==> src/rtl/seq_restoring_divider_pkg.sv <==
// Shared arithmetic package: FSM state encoding and
// a constant-width helper for the divider step counter.
package arith_pkg;

  localparam logic [1:0] S_IDLE = 2'd0;
  localparam logic [1:0] S_RUN  = 2'd1;
  localparam logic [1:0] S_DONE = 2'd2;

  typedef enum logic [1:0] {
    IDLE = S_IDLE,
    RUN  = S_RUN,
    DONE = S_DONE
  } state_t;

  // Bits needed to hold 0..n-1, never less than 1.
  function automatic int clog2(input int n);
    int r;
    r = 0;
    for (int v = n - 1; v > 0; v = v >> 1) r++;
    if (r == 0) r = 1;
    return r;
  endfunction

endpackage

==> src/rtl/seq_restoring_divider_if.sv <==
// Request/result bundle for the sequential divider.
// master: start, dividend, divisor out; busy, done, quotient,
// remainder, div_by_zero in. slave is the mirror.
interface seq_restoring_divider_if #(
  parameter int N = 4
);
  logic         start;
  logic [N-1:0] dividend;
  logic [N-1:0] divisor;
  logic         busy;
  logic         done;
  logic [N-1:0] quotient;
  logic [N-1:0] remainder;
  logic         div_by_zero;

  modport master (
    output start, dividend, divisor,
    input  busy, done, quotient, remainder, div_by_zero
  );

  modport slave (
    input  start, dividend, divisor,
    output busy, done, quotient, remainder, div_by_zero
  );
endinterface

==> src/rtl/seq_restoring_divider_cla.sv <==
// W-bit carry-lookahead subtractor: diff_o = a_i - b_i as
// a_i + ~b_i + 1. Ports: a_i, b_i in; diff_o, co_o (1 = no borrow).
module cla_sub_n #(
  parameter int W = 5
) (
  input  logic [W-1:0] a_i,
  input  logic [W-1:0] b_i,
  output logic [W-1:0] diff_o,
  output logic         co_o
);

  logic [W-1:0] bn;
  logic [W-1:0] g;
  logic [W-1:0] p;
  logic [W:0]   c;

  assign bn = ~b_i;
  assign g  = a_i & bn;
  assign p  = a_i ^ bn;

  // Each carry is a flat sum of products over all lower
  // generate/propagate terms; carry-in is a constant 1.
  always_comb begin
    c    = '0;
    c[0] = 1'b1;
    for (int i = 0; i < W; i++) begin
      logic t;
      logic pp;
      t  = g[i];
      pp = p[i];
      for (int j = i - 1; j >= 0; j--) begin
        t  = t | (pp & g[j]);
        pp = pp & p[j];
      end
      c[i+1] = t | pp;
    end
  end

  assign diff_o = p ^ c[W-1:0];
  assign co_o   = c[W];

endmodule

==> src/rtl/seq_restoring_divider.sv <==
// Unsigned N-bit restoring divider, one quotient bit per clock.
// Ports: clk, rst (sync, active-high), bus (slave: start/operands in, results out).
module seq_restoring_divider
  import arith_pkg::*;
#(
  parameter int N = 4
) (
  input logic                   clk,
  input logic                   rst,
  seq_restoring_divider_if.slave bus
);

  localparam int CW = clog2(N);

  state_t        state_q, state_d;
  logic [CW-1:0] cnt_q, cnt_d;
  logic [N-1:0]  r_q, r_d;
  logic [N-1:0]  q_q, q_d;
  logic [N-1:0]  div_q, div_d;
  logic [N-1:0]  quo_q, quo_d;
  logic [N-1:0]  rem_q, rem_d;
  logic          done_q, done_d;
  logic          dbz_q, dbz_d;

  // R stays below the divisor, so N bits hold it between
  // steps; the shifted value needs the extra top bit.
  logic [N:0] r_sh;
  logic [N:0] t;
  logic       co;
  logic       unused_t_msb;

  assign r_sh = {1'b0, r_q, q_q[N-1]};

  cla_sub_n #(
    .W(N + 1)
  ) u_sub (
    .a_i   (r_sh),
    .b_i   ({1'b0, div_q}),
    .diff_o(t),
    .co_o  (co)
  );

  // On no-borrow the difference is below the divisor.
  assign unused_t_msb = t[N];

  always_comb begin
    state_d = state_q;
    cnt_d   = cnt_q;
    r_d     = r_q;
    q_d     = q_q;
    div_d   = div_q;
    quo_d   = quo_q;
    rem_d   = rem_q;
    dbz_d   = dbz_q;
    done_d  = 1'b0;
    unique case (state_q)
      IDLE: begin
        if (bus.start) begin
          div_d = bus.divisor;
          q_d   = bus.dividend;
          r_d   = '0;
          cnt_d = CW'(N - 1);
          dbz_d = 1'b0;
          if (bus.divisor == '0) state_d = DONE;
          else state_d = RUN;
        end
      end
      RUN: begin
        r_d = co ? t[N-1:0] : r_sh[N-1:0];
        q_d = {q_q[N-2:0], co};
        if (cnt_q == '0) state_d = DONE;
        else cnt_d = cnt_q - CW'(1);
      end
      DONE: begin
        done_d  = 1'b1;
        state_d = IDLE;
        // Zero divisor skips RUN, so Q still holds the dividend.
        if (div_q == '0) begin
          quo_d = '1;
          rem_d = q_q;
          dbz_d = 1'b1;
        end else begin
          quo_d = q_q;
          rem_d = r_q;
        end
      end
      default: state_d = IDLE;
    endcase
  end

  always_ff @(posedge clk) begin
    if (rst) begin
      state_q <= IDLE;
      cnt_q   <= '0;
      r_q     <= '0;
      q_q     <= '0;
      div_q   <= '0;
      quo_q   <= '0;
      rem_q   <= '0;
      done_q  <= 1'b0;
      dbz_q   <= 1'b0;
    end else begin
      state_q <= state_d;
      cnt_q   <= cnt_d;
      r_q     <= r_d;
      q_q     <= q_d;
      div_q   <= div_d;
      quo_q   <= quo_d;
      rem_q   <= rem_d;
      done_q  <= done_d;
      dbz_q   <= dbz_d;
    end
  end

  assign bus.busy        = (state_q == RUN);
  assign bus.done        = done_q;
  assign bus.quotient    = quo_q;
  assign bus.remainder   = rem_q;
  assign bus.div_by_zero = dbz_q;

endmodule

==> src/flat_wrapper.sv <==
// flat-port wrapper written by rule: the top's interface ports become plain ports
module seq_restoring_divider_flat import arith_pkg::*;
#(
  parameter int N = 4
)
  (clk, rst, bus_start, bus_dividend, bus_divisor, bus_busy, bus_done, bus_quotient, bus_remainder, bus_div_by_zero);
  seq_restoring_divider_if #(.N(N)) bus_i ();
  input logic clk;
  input logic rst;
  input wire logic [$bits(bus_i.start)-1:0] bus_start;
  input wire logic [$bits(bus_i.dividend)-1:0] bus_dividend;
  input wire logic [$bits(bus_i.divisor)-1:0] bus_divisor;
  output wire logic [$bits(bus_i.busy)-1:0] bus_busy;
  output wire logic [$bits(bus_i.done)-1:0] bus_done;
  output wire logic [$bits(bus_i.quotient)-1:0] bus_quotient;
  output wire logic [$bits(bus_i.remainder)-1:0] bus_remainder;
  output wire logic [$bits(bus_i.div_by_zero)-1:0] bus_div_by_zero;
  assign bus_i.start = bus_start;
  assign bus_i.dividend = bus_dividend;
  assign bus_i.divisor = bus_divisor;
  assign bus_busy = bus_i.busy;
  assign bus_done = bus_i.done;
  assign bus_quotient = bus_i.quotient;
  assign bus_remainder = bus_i.remainder;
  assign bus_div_by_zero = bus_i.div_by_zero;
  seq_restoring_divider #(.N(N)) u_core (.clk(clk), .rst(rst), .bus(bus_i));
endmodule
==> config.mk <==
export PLATFORM = sky130hd
export DESIGN_NAME = seq_restoring_divider_flat
export DESIGN_NICKNAME = d
export VERILOG_FILES = /design/src/rtl/seq_restoring_divider_pkg.sv /design/src/rtl/seq_restoring_divider_if.sv /design/src/rtl/seq_restoring_divider_cla.sv /design/src/rtl/seq_restoring_divider.sv /design/src/flat_wrapper.sv
export SDC_FILE = /design/constraint.sdc
export NUM_CORES = 1
export LEC_CHECK = 0
export ABC_AREA = 1
export CAP_MARGIN = 20
export CORE_MARGIN = 5
export CORE_UTILIZATION = 30
export CTS_CLUSTER_DIAMETER = 60
export DETAILED_ROUTE_END_ITERATION = 6
export PLACE_DENSITY_LB_ADDON = 0.3
export REMOVE_ABC_BUFFERS = 1
export SYNTH_ARGS = -nofsm -noshare
export SYNTH_HDL_FRONTEND = slang
export SYNTH_SLANG_ARGS = --single-unit
==> constraint.sdc <==
create_clock -name clk -period 1.9 [get_ports clk]
set_clock_uncertainty 0.15 [all_clocks]
set_input_delay 0.38 -clock clk [delete_from_list [all_inputs] [get_ports clk]]
set_output_delay 0.38 -clock clk [all_outputs]
set_load 0.01 [all_outputs]
Word level (Yosys, flattened, before mapping)

Index checks and enable logic that the tools add are counted.

Flip-flop bits (word level): 26
Logic and storage cells: 74
Bits of input ports: 11
Output and inout port bits: 11

Reductions and logical operators: 11
Add/subtract/negate cells: 1
Mux-type cells: 18
Bitwise gates (word level): 29
Equality and inequality tests: 6

Operator list:

| kind                | count |
|---|---|
| $mux 4              | 5 |
| $pmux 4 s2          | 2 |
| $and 1x1->1         | 14 |
| $or 1x1->1          | 11 |
| $mux 2              | 5 |
| $logic_not 4->1     | 2 |
| $pmux 2 s2          | 2 |
| $reduce_and 2->1    | 3 |
| $reduce_and 3->1    | 2 |
| $and 5x5->5         | 1 |
| $not 4->5           | 1 |
| $xor 5x5->5         | 1 |
| $logic_not 2->1     | 2 |
| $ne 2x1->1 const B  | 2 |
| $ne 2x2->1 const B  | 2 |
| $reduce_bool 2->1   | 2 |
| $xor 4x4->4         | 1 |
| $mux 1              | 3 |
| $eq 2x1->1 const B  | 1 |
| $eq 2x2->1 const B  | 1 |
| $pmux 1 s2          | 1 |
| $sub 2x1->2 const B | 1 |

Logic depth before layout (Yosys ltp)

Gate-level depths: netlist of the first run.

Depth in word-level cells: 10
Mapped depth: 10
Depth with buffers taken out: 10

Modules after synthesis

A second synthesis of the first run with hierarchy kept.

Cells, all modules: 230
Area, all modules: 1473.9 um2

Modules (own cells, without submodules):

| module                | instances | seq. area each (um2) | cells each | area each (um2) |
|---|---|---|---|---|
| seq_restoring_divider | 1         | 520.5                | 184        | 1212.4 |
| cla_sub_n             | 1         | 0.0                  | 46         | 261.5 |

Worst setup path before layout of the first run

No wires, ideal clock.

Path kind: register to register
Start: register u_core.div_q[1]
End: register u_core.r_q[3]
Period minus slack after synthesis: 1.523 ns
Required time: 1.620 ns
Cell stages (with the launch flop): 10
Library setup time: 0.130 ns
Setup slack: 0.377 ns
Arrival time: 1.243 ns
Path buffers: 0
Path through: dfxtp_1 -> inv_1 -> ha_1 -> nand2_1 -> inv_1 -> nand3_1 -> nand2_2 -> nand3_1 -> nand2_1 -> a21oi_1

Cells in the longest elaborated chain, start to end: 9
Elaborated cells between the ends (all ways): 20
Classes of those cells: mux: 2; bitwise: 18

Ends and longest elaborated chain:

| element                                           | line                                                             | text |
|---|---|---|
| start, declared                                   | seq_restoring_divider.sv:19                                      | `logic [N-1:0] div_q, div_d;` |
| start signal, assigned                            | seq_restoring_divider.sv:107                                     | `div_q <= div_d;` |
| $not 4->5 (*)                                     | seq_restoring_divider_cla.sv:17                                  | `assign bn = ~b_i;` |
| $and 5x5->5 / $xor 5x5->5 (equally long branches) | seq_restoring_divider_cla.sv:18, seq_restoring_divider_cla.sv:19 |  |
| $and 1x1->1, on equally long branches             | seq_restoring_divider_cla.sv:32, seq_restoring_divider_cla.sv:33 |  |
| $or 1x1->1 / $and 1x1->1 (equally long branches)  | seq_restoring_divider_cla.sv:32                                  | `t = t \| (pp & g[j]);` |
| $or 1x1->1                                        | seq_restoring_divider_cla.sv:32                                  |  |
| $or 1x1->1                                        | seq_restoring_divider_cla.sv:35                                  | `c[i+1] = t \| pp;` |
| $xor 4x4->4                                       | seq_restoring_divider_cla.sv:39                                  | `assign diff_o = p ^ c[W-1:0];` |
| $mux 4 (*)                                        | seq_restoring_divider.sv:69                                      | `r_d = co ? t[N-1:0] : r_sh[N-1:0];` |
| $pmux 4 s2 (*)                                    | seq_restoring_divider.sv:56                                      | `unique case (state_q)` |
| end signal, assigned                              | seq_restoring_divider.sv:105                                     | `r_q <= r_d;` |
| end, declared                                     | seq_restoring_divider.sv:17                                      | `logic [N-1:0] r_q, r_d;` |

Every way passes the cells marked *; elsewhere a longest branch is shown, timed or not.
A chain may end at the register's enable or synchronous reset.

Worst setup path after layout of the first run

Start: register u_core.state_q[1]
End: output bus_busy

Cells in the longest elaborated chain, start to end: 1

Ends and longest elaborated chain:

| element                | line                         | text |
|---|---|---|
| start, declared        | seq_restoring_divider.sv:15  | `state_t state_q, state_d;` |
| start signal, assigned | seq_restoring_divider.sv:103 | `state_q <= state_d;` |
| $eq 2x1->1             | seq_restoring_divider.sv:115 | `assign bus.busy = (state_q == RUN);` |
| end, declared          | flat_wrapper.sv:13           | `output wire logic [$bits(bus_i.busy)-1:0] bus_busy;` |

Every way passes these cells.

==> flow_metrics.env, run 1 <==
export IMPL_status="finished clean"
export IMPL_cts_tree="done"
export IMPL_worst_slack_ns=0.1777
export IMPL_clock_sinks=26
export IMPL_coreArea_mm2=0.004384
export IMPL_finalCoreUtilization=0.3924
export IMPL_via_per_inst=4.659
export IMPL_core_rowCount=24
export IMPL_remaining_drc_errors=0
export IMPL_critPathBufInv=3
export IMPL_grt_pass1_wl_mm=5.319
export IMPL_cts_hold_buf=0
export IMPL_yosysSeqAreaShare=0.3792
export IMPL_yosys_register_bits=26
export IMPL_ys_async_sr_fraction=0
export IMPL_drv_cap=0
export IMPL_max_freq_ghz=0.5806
export IMPL_route_layer_met1_wl_mm=1.595
export IMPL_ys_flop_type="dfxtp_1"
export IMPL_worst_pin_slew_ns=0.3651
export IMPL_die_w_um=77.64
export IMPL_setup_viol=0
export IMPL_synth_avg_cell_area_um2=7.500
export IMPL_antenna_found_initial=0
export IMPL_cts_resized=2
export IMPL_synth_area_mm2=0.001373
export IMPL_dr_max_layer_used="met4"
export IMPL_drv_slew=0
export IMPL_hold_class="reg -> reg"
export IMPL_rsz0062_at_grt="false"
export IMPL_cp_max_fo=6
export IMPL_syn_inst=183
export IMPL_pre_cts_ws_ns=0.1838
export IMPL_clkLatencyLatePin_ns=0.27
export IMPL_cp_top_family="buffers and inverters"
export IMPL_first_pass_iters=4
export IMPL_fin_crit_sh=0.9065
export IMPL_synth_edff_count=0
export IMPL_yosysTopAreaCellShare=0.3792
export IMPL_cts_max_path_buffers=2
export IMPL_timing_worst_setup_path_type="reg -> out"
export IMPL_drt_total_wl_mm=3.005
export IMPL_gp_congestion=0.8443
export IMPL_initial_core_util=0.3131
export IMPL_cts_setup_buffers=0
export IMPL_drive_above_1_share=0.1435
export IMPL_grt_start_max_net_pins=18
export IMPL_final_fill_count=454
export IMPL_ant_nets=0
export IMPL_dp_hpwl_mm=2.322
export IMPL_overflow=0
export IMPL_slowest_delay_ns=0.34
export IMPL_slew_headroom=0.7560
export IMPL_synth_warnings=0
export IMPL_layout_nets=227
export IMPL_worstReg2RegStart="u_core.div_q[3]$_SDFFE_PP0P_"
export IMPL_synth_cell_types=28
export IMPL_p_leak_nw=0.7773
export IMPL_timing_rr_end="u_core.r_q[1]$_SDFFE_PP0P_"
export IMPL_root_buffer="clkbuf_8"
export IMPL_worstHoldStart="u_core.state_q[1]$_SDFFE_PP0P_"
export IMPL_diodes=0
export IMPL_synth_common_cells="34 x nand2_1, 28 x inv_1, 26 x dfxtp_1"
export IMPL_syn2layout_area_growth_pct=25.34
export IMPL_rrSetupSlack_ns=0.20
export IMPL_die_h_um=77.64
export IMPL_top_level_ports=22
export IMPL_rr_worst_depth=9
export IMPL_wire_per_inst_um=11.51
export IMPL_routed_wl_met3_um=63
export IMPL_clkTransAtPathRegs_ns=0.09
export IMPL_whs_endpoint="u_core.state_q[1]$_SDFFE_PP0P_"
export IMPL_slowest_stage="dfxtp_1"
export IMPL_synthTopCellsByArea="dfxtp_1 38%, nand2_1 9.3%, inv_1 7.7%, o211ai_1 6.6%, ha_1 5.5%"
export IMPL_end_kind="output pin"
export IMPL_hold_violations=0
export IMPL_post_synth_top_count_cell="nand2_1"
export IMPL_vias=1216
export IMPL_grt_total_usage=0.1036
export IMPL_drt_first_iter_violations=55
export IMPL_setup_tns_ns=0
export IMPL_hold_ws_ns=0.3246
export IMPL_crit_chain="inv_2, nand2_4, inv_2, dlygate4sd2_1"
export IMPL_period_needed_ns=1.722
export IMPL_irDropWorstVdd_v=0.0003678
export IMPL_cp_required_ns=1.37
export IMPL_yosys_area_top_type="dfxtp_1"
export IMPL_io_buffers=21
export IMPL_start_kind="flop"
export IMPL_hold_depth=1
export IMPL_power_density_mw_per_mm2=860.3
export IMPL_route_met2_wl_mm=1.331
export IMPL_htreeDepth=1
export IMPL_cts_buffers=3
export IMPL_cp_arrival_ns=1.19
export IMPL_dieArea_mm2=0.006028
export IMPL_grt_pass1_vias=1201
export IMPL_cpMostUsedCell="inv_2"
[layout by cell type (no fill, tap or decap), types with 3 or more instances in the layout]
cell / Yosys / layout
a21oi_1: 13 / 13
buf_4: 0 / 7
clkbuf_8: 0 / 4
clkdlybuf4s50_1: 0 / 20
dfxtp_1: 26 / 25
ha_1: 6 / 6
inv_1: 28 / 28
inv_2: 3 / 3
nand2_1: 34 / 34
nand2_2: 3 / 3
nand3_1: 14 / 14
nor2_1: 7 / 7
nor2_4: 3 / 3
o211ai_1: 12 / 12
o21ai_0: 11 / 11
[cells by family (layout without fill, tap and decap cells)]
family / after synthesis / count (layout) / synth area share
compound gates: 42 / 42 / 0.1951
xor+xnor: 1 / 1 / 0.006382
fa+ha+maj: 6 / 6 / 0.05469
buf+inv: 39 / 65 / 0.1194
flops: 26 / 26 / 0.3792
simple gates: 69 / 69 / 0.2452
[worst reg2reg max path: stages (launching register included)]
cell and delay (ns):
dfxtp_1 0.33, inv_1 0.07, ha_1 0.33, inv_1 0.06, nor2_1 0.09, nand3_1 0.17, nand2_2 0.18, nand2_1 0.06
nand3_1 0.08, a21oi_1 0.06
[area by class of cell]
cell class	count	area, um2	area share
inverters	33	128.9	0.07491
well taps	52	65.06	0.03782
multi-input cells	118	688.2	0.4000
clock buffers	4	55.05	0.03200
repair buffers	28	261.5	0.1520
flip-flops and latches	26	521.8	0.3033
[state kept, by name, summed over array words and instances, names as in the netlist]
name,count
u_core.div_q,4
u_core.cnt_q,2
u_core.bus.done,1
u_core.state_q,2
u_core.bus.div_by_zero,1
u_core.bus.remainder,4
u_core.bus.quotient,4
u_core.r_q,4
u_core.q_q,4
[power breakdown]
group          leakage [nW]  total (mW)  internal [mW]  switching, mW
Sequential            0.213       0.626          0.595         0.0306
Clock                0.0288       0.363          0.185          0.178
Combinational         0.535       0.491          0.199          0.292
[worst max path at each step]
stage / start / endpoint / slack [ns] / cells past startpoint
final: u_core.state_q[1]$_SDFFE_PP0P_ / bus_busy / 0.18 / 4
after CTS: u_core.state_q[1]$_SDFFE_PP0P_ / bus_busy / 0.17 / 4
after global placement: u_core.state_q[0]$_SDFFE_PP0P_ / bus_busy / 0.20 / 3
after detailed placement: bus_start / u_core.cnt_q[1]$_SDFFE_PP0P_ / 0.18 / 6
after floorplan: u_core.div_q[1]$_SDFFE_PP0P_ / u_core.r_q[3]$_SDFFE_PP0P_ / 0.39 / 9
after global routing: u_core.div_q[2]$_SDFFE_PP0P_ / u_core.r_q[0]$_SDFFE_PP0P_ / 0.06 / 9
[through the flow]
stage                     instance area (um2)  power (mW)  std cells
after global placement                   1665       1.128        257
after floorplan                          1338      0.9832        177
after detailed placement                 1665       1.132        257
after CTS                                1720       1.493        261
final                                    1720       1.480        261
after global routing                     1720       1.584        261
[metal layers]
metal	vias up	track usage
met5	-	0
met4	0	0.02062
met3	2	0.01736
met2	11	0.1661
met1	547	0.1460
li1	656	-
(Power assumes the default switching activity.)
==> inputs of run 2 (changes only) <==
Settings changed: CAP_MARGIN 20 to 10.
Clock period 1.9 ns to 1.7 ns, I/O delays scaled along.
==> run 2 against run 1 <==
  * Routed wire length rose by 3.7%
  * Combinational power rose by 27%
  * Worst setup slack got worse by 0.12 ns
  * Count of clock-buffer cells in the layout fell by 1
  * Register-to-register slack got worse by 0.10 ns
  * Critical path type unchanged
  * Largest cell class unchanged
  * Largest power group unchanged
==> flow_metrics.env, run 2 (synthesis results as in run 1) <==
export IMPL_drt_first_iter_violations=124
export IMPL_drive_above_1_share=0.2018
export IMPL_status="finished clean"
export IMPL_htreeDepth=1
export IMPL_ant_nets=0
export IMPL_rrSetupSlack_ns=0.10
export IMPL_remaining_drc_errors=0
export IMPL_drv_cap=0
export IMPL_cts_hold_buf=0
export IMPL_critPathBufInv=1
export IMPL_io_buffers=21
export IMPL_syn2layout_area_growth_pct=35.10
export IMPL_die_h_um=77.64
export IMPL_slew_headroom=0.7450
export IMPL_worstReg2RegStart="u_core.div_q[3]$_SDFFE_PP0P_"
export IMPL_irDropWorstVdd_v=0.0004031
export IMPL_clkTransAtPathRegs_ns=0.09
export IMPL_timing_worst_setup_path_type="reg -> out"
export IMPL_crit_chain="clkdlybuf4s50_1"
export IMPL_dieArea_mm2=0.006028
export IMPL_cts_tree="done"
export IMPL_antenna_found_initial=0
export IMPL_regArea_um2=523.0
export IMPL_clkLatencyLatePin_ns=0.27
export IMPL_cp_top_family="buffers and inverters"
export IMPL_wire_per_inst_um=11.54
export IMPL_initial_core_util=0.3131
export IMPL_grt_pass1_wl_mm=5.568
export IMPL_worst_slack_ns=0.06251
export IMPL_worstHoldStart="u_core.bus.div_by_zero$_SDFFE_PP0P_"
export IMPL_final_fill_count=454
export IMPL_hold_violations=0
export IMPL_overflow=0
export IMPL_layout_nets=236
export IMPL_whs_endpoint="u_core.bus.div_by_zero$_SDFFE_PP0P_"
export IMPL_cts_buffers=3
export IMPL_end_kind="output pin"
export IMPL_dp_hpwl_mm=2.337
export IMPL_setup_viol=0
export IMPL_cp_arrival_ns=1.15
export IMPL_setup_tns_ns=0
export IMPL_start_kind="flop"
export IMPL_grt_total_usage=0.1095
export IMPL_diodes=0
export IMPL_drt_total_wl_mm=3.115
export IMPL_multi_input_area_um2=726.9
export IMPL_die_w_um=77.64
export IMPL_grt_start_max_net_pins=18
export IMPL_coreArea_mm2=0.004384
export IMPL_hold_class="reg -> reg"
export IMPL_power_density_mw_per_mm2=993.7
export IMPL_root_buffer="clkbuf_8"
export IMPL_drv_slew=0
export IMPL_first_pass_iters=4
export IMPL_period_needed_ns=1.637
export IMPL_fin_crit_sh=0.9632
export IMPL_clock_sinks=26
export IMPL_p_leak_nw=0.9039
export IMPL_grt_pass1_vias=1264
export IMPL_timing_rr_end="u_core.r_q[3]$_SDFFE_PP0P_"
export IMPL_slowest_delay_ns=0.53
export IMPL_worst_pin_slew_ns=0.3815
export IMPL_gp_congestion=0.8236
export IMPL_via_per_inst=4.652
export IMPL_final_area_mm2=0.001854
export IMPL_cp_required_ns=1.21
export IMPL_rr_worst_depth=9
export IMPL_pre_cts_ws_ns=0.05534
export IMPL_cp_max_fo=2
export IMPL_top_level_ports=22
export IMPL_core_rowCount=24
export IMPL_final_common_cell="nand2_1"
export IMPL_placed_cell_area_mm2=0.001733
export IMPL_vias=1256
export IMPL_layout_common_cells="34 x nand2_1, 28 x inv_1, 24 x dfxtp_1, 16 x clkdlybuf4s50_1, 16 x buf_4"
export IMPL_finalPower_mw=1.843
export IMPL_max_freq_ghz=0.6107
export IMPL_hold_depth=2
export IMPL_slowest_stage="clkdlybuf4s50_1"
export IMPL_cts_max_path_buffers=2
==> run 2: cell types whose count changed in the layout (fill, tap and decap cells not counted), moves of 2 or more <==
cell and change:
dlymetal6s2s_1 +4, buf_4 +9, ha_4 +2, clkdlybuf4s50_1 -4, ha_1 -2
==> run 2: final cells by class <==
type                    count  share of cell area
flip-flops and latches     26              0.2821
repair buffers             37              0.1829
clock inverters             1             0.01619
inverters                  33             0.06950
clock buffers               3             0.02227
multi-input cells         118              0.3920
well taps                  52             0.03509
==> run 2: timing repair <==
action | in CTS | in global routing
endpoints found under the setup margin | 1 | 9
gates cloned | 0 | 0
pin swaps | 0 | 2
gates resized for setup | 1 | 11
setup buffers | 0 | 0
==> run 2: worst max path at each step <==
stage,startpoint,to,slack [ns],cells after the start
after floorplan,u_core.div_q[1]$_SDFFE_PP0P_,u_core.r_q[3]$_SDFFE_PP0P_,0.19,9
after global placement,bus_start,u_core.cnt_q[1]$_SDFFE_PP0P_,0.04,6
after detailed placement,bus_start,u_core.cnt_q[1]$_SDFFE_PP0P_,0.06,6
after CTS,u_core.bus.remainder[3]$_SDFFE_PP0P_,bus_remainder[3],0.03,1
after global routing,u_core.div_q[3]$_SDFFE_PP0P_,u_core.r_q[3]$_SDFFE_PP0P_,-0.05,10
final,u_core.bus.quotient[2]$_SDFFE_PP0P_,bus_quotient[2],0.06,1
==> run 2: tightest hold or removal path: stages (launching register included) <==
cell     delay [ns]
dfxtp_1        0.32
nand3_1        0.07
o21ai_1        0.05
==> run 2: where the power goes <==
part | leakage (nW) | internal [mW] | total [mW] | switching (mW)
clock network | 0.0357 | 0.315 | 0.520 | 0.205
registers | 0.214 | 0.665 | 0.697 | 0.0318
logic | 0.655 | 0.268 | 0.625 | 0.358
total | 0.904 | 1.25 | 1.84 | 0.594
==> run 2: per-layer routing <==
metal / track usage / part of all wire
met1: 0.1521 / 0.51
met2: 0.1736 / 0.45
met4: 0.02749 / 0.0093
met5: 0 / 0
met3: 0.02083 / 0.033
==> run 2: metrics by stage <==
stage,hold slack (ns),util,instances
CTS,0.3357,0.4112,270
detailed placement,0.3163,0.3953,266
global route,0.3471,0.4229,270
floorplan,0.2562,-,177
finish,0.3304,0.4229,270
global placement,0.3110,0.3953,266
==> inputs of run 3 (changes only) <==
Settings changed: CTS_CLUSTER_DIAMETER 60 to 200, REMOVE_ABC_BUFFERS 1 to unset.
==> run 3 against run 2 <==
  * Count of clock-buffer cells in the layout unchanged
  * Design area down 0.41%
  * Combinational power up 2%
  * Final cell count down 0.37%
  * Global-route usage down 0.16 points
  * Hold slack worse by 0.0054 ns
  * Worst setup slack better by 0.0061 ns
  * Power down 8.4%
==> flow_metrics.env, run 3 (synthesis results as in run 1) <==
export IMPL_status="finished clean"
export IMPL_hold_violations=0
export IMPL_cp_required_ns=1.21
export IMPL_layout_nets=236
export IMPL_fin_crit_sh=0.9597
export IMPL_drive_above_1_share=0.2258
export IMPL_wire_per_inst_um=11.73
export IMPL_ant_nets=0
export IMPL_worstReg2RegStart="u_core.div_q[3]$_SDFFE_PP0P_"
export IMPL_slowest_delay_ns=0.54
export IMPL_placed_cell_area_mm2=0.001725
export IMPL_cts_max_path_buffers=2
export IMPL_gp_congestion=0.7494
export IMPL_path_depth=1
export IMPL_slew_headroom=0.7790
export IMPL_hold_class="reg -> reg"
export IMPL_clock_sinks=26
export IMPL_final_fill_count=475
export IMPL_clkLatencyLatePin_ns=0.27
export IMPL_hold_ws_ns=0.3250
export IMPL_cp_arrival_ns=1.14
export IMPL_start_kind="flop"
export IMPL_die_w_um=77.64
export IMPL_final_common_cell="nand2_1"
export IMPL_cts_buffers=3
export IMPL_layout_common_cells="33 x nand2_1, 27 x inv_1, 23 x dfxtp_1, 17 x clkdlybuf4s50_1, 16 x buf_4"
export IMPL_io_buffers=21
export IMPL_rr_worst_depth=9
export IMPL_finalCoreUtilization=0.4212
export IMPL_setup_viol=0
export IMPL_core_rowCount=24
export IMPL_htreeDepth=1
export IMPL_rsz0062_at_grt="true"
export IMPL_drt_first_iter_violations=49
export IMPL_top_level_ports=22
export IMPL_grt_start_max_net_pins=16
export IMPL_grt_pass1_vias=1186
export IMPL_max_freq_ghz=0.6130
export IMPL_initial_core_util=0.3131
export IMPL_period_needed_ns=1.631
export IMPL_dieArea_mm2=0.006028
export IMPL_grt_util_met2=0.1594
export IMPL_cp_top_family="buffers and inverters"
export IMPL_die_h_um=77.64
export IMPL_grt_pass1_wl_mm=5.457
export IMPL_grt_busiest_layer="met2"
export IMPL_use_met3=0.03241
export IMPL_irDropWorstVdd_v=0.0003936
export IMPL_remaining_drc_errors=0
export IMPL_worstHoldStart="u_core.state_q[1]$_SDFFE_PP0P_"
export IMPL_finalPower_mw=1.687
export IMPL_worst_pin_slew_ns=0.3307
export IMPL_drv_cap=0
export IMPL_timing_worst_setup_path_type="reg -> out"
export IMPL_overflow=0
export IMPL_power_density_mw_per_mm2=913.7
export IMPL_via_per_inst=4.714
export IMPL_diodes=0
export IMPL_p_leak_nw=0.8740
export IMPL_setup_tns_ns=0
export IMPL_synth_nets=200
export IMPL_end_kind="output pin"
export IMPL_final_area_mm2=0.001847
export IMPL_cp_max_fo=2
export IMPL_root_buffer="clkbuf_8"
export IMPL_dp_hpwl_mm=2.318
export IMPL_grt_total_usage=0.1078
export IMPL_critPathBufInv=1
export IMPL_cts_tree="done"
export IMPL_grt_use_met1=0.1530
export IMPL_clkTransAtPathRegs_ns=0.09
export IMPL_drt_total_wl_mm=3.155
export IMPL_multi_input_area_um2=750.7
export IMPL_crit_start="u_core.bus.quotient[2]$_SDFFE_PP0P_"
export IMPL_regArea_um2=524.3
export IMPL_hold_depth=1
export IMPL_first_pass_iters=4
export IMPL_coreArea_mm2=0.004384
export IMPL_drv_slew=0
export IMPL_crit_chain="clkdlybuf4s50_1"
export IMPL_syn2layout_area_growth_pct=34.55
export IMPL_antenna_found_initial=0
export IMPL_vias=1268
export IMPL_slowest_stage="clkdlybuf4s50_1"
[run 3: changes by cell type in the layout (fill, tap and decap cells not counted), sizes merged]
| cell | change |
|---|---|
| bufinv | -1 |
| clkdlybuf4s50 | +1 |
| dlymetal6s2s | -1 |
[run 3: per-stage QoR]
stage	setup WS, ns	instances
finish	0.06858	269
global route	-0.05090	269
CTS	0.02507	268
detailed placement	0.03368	265
global placement	0.02919	265
floorplan	0.1769	183
[run 3: final cells by class]
| cell class | instances | share of cell area |
|---|---|---|
| Sequential cell | 26 | 0.2839 |
| Inverter | 33 | 0.06978 |
| Clock buffer | 3 | 0.02236 |
| Tap cell | 52 | 0.03523 |
| Timing Repair Buffer | 37 | 0.1822 |
| Multi-Input combinational cell | 118 | 0.4065 |
[run 3: final timing paths]
check / to / slack, ns
setup / recovery: bus_quotient[2] / 0.07
hold / removal: u_core.state_q[1]$_SDFFE_PP0P_ / 0.32
setup reg to reg: u_core.r_q[1]$_SDFFE_PP0P_ / 0.10
hold reg to reg: u_core.state_q[1]$_SDFFE_PP0P_ / 0.32
[run 3: where the power goes]
group	total, mW	leakage [nW]	switching [mW]	internal, mW
sequential	0.701	0.214	0.0349	0.666
combinational	0.640	0.638	0.364	0.276
clock	0.346	0.0216	0.187	0.159
[run 3: timing repair]
item                                   CTS  global route
pin swaps                                0             3
setup buffers                            0             1
endpoints found under the hold margin    0             0
hold buffers                             0             0
resized for setup                        1            16
setup endpoints to repair                1             8
[run 3: per-layer routing]
layer / vias up / routed length (um)
met5: - / 0
met4: 0 / 34
met3: 5 / 142
met2: 27 / 1389
met1: 565 / 1590
li1: 671 / -
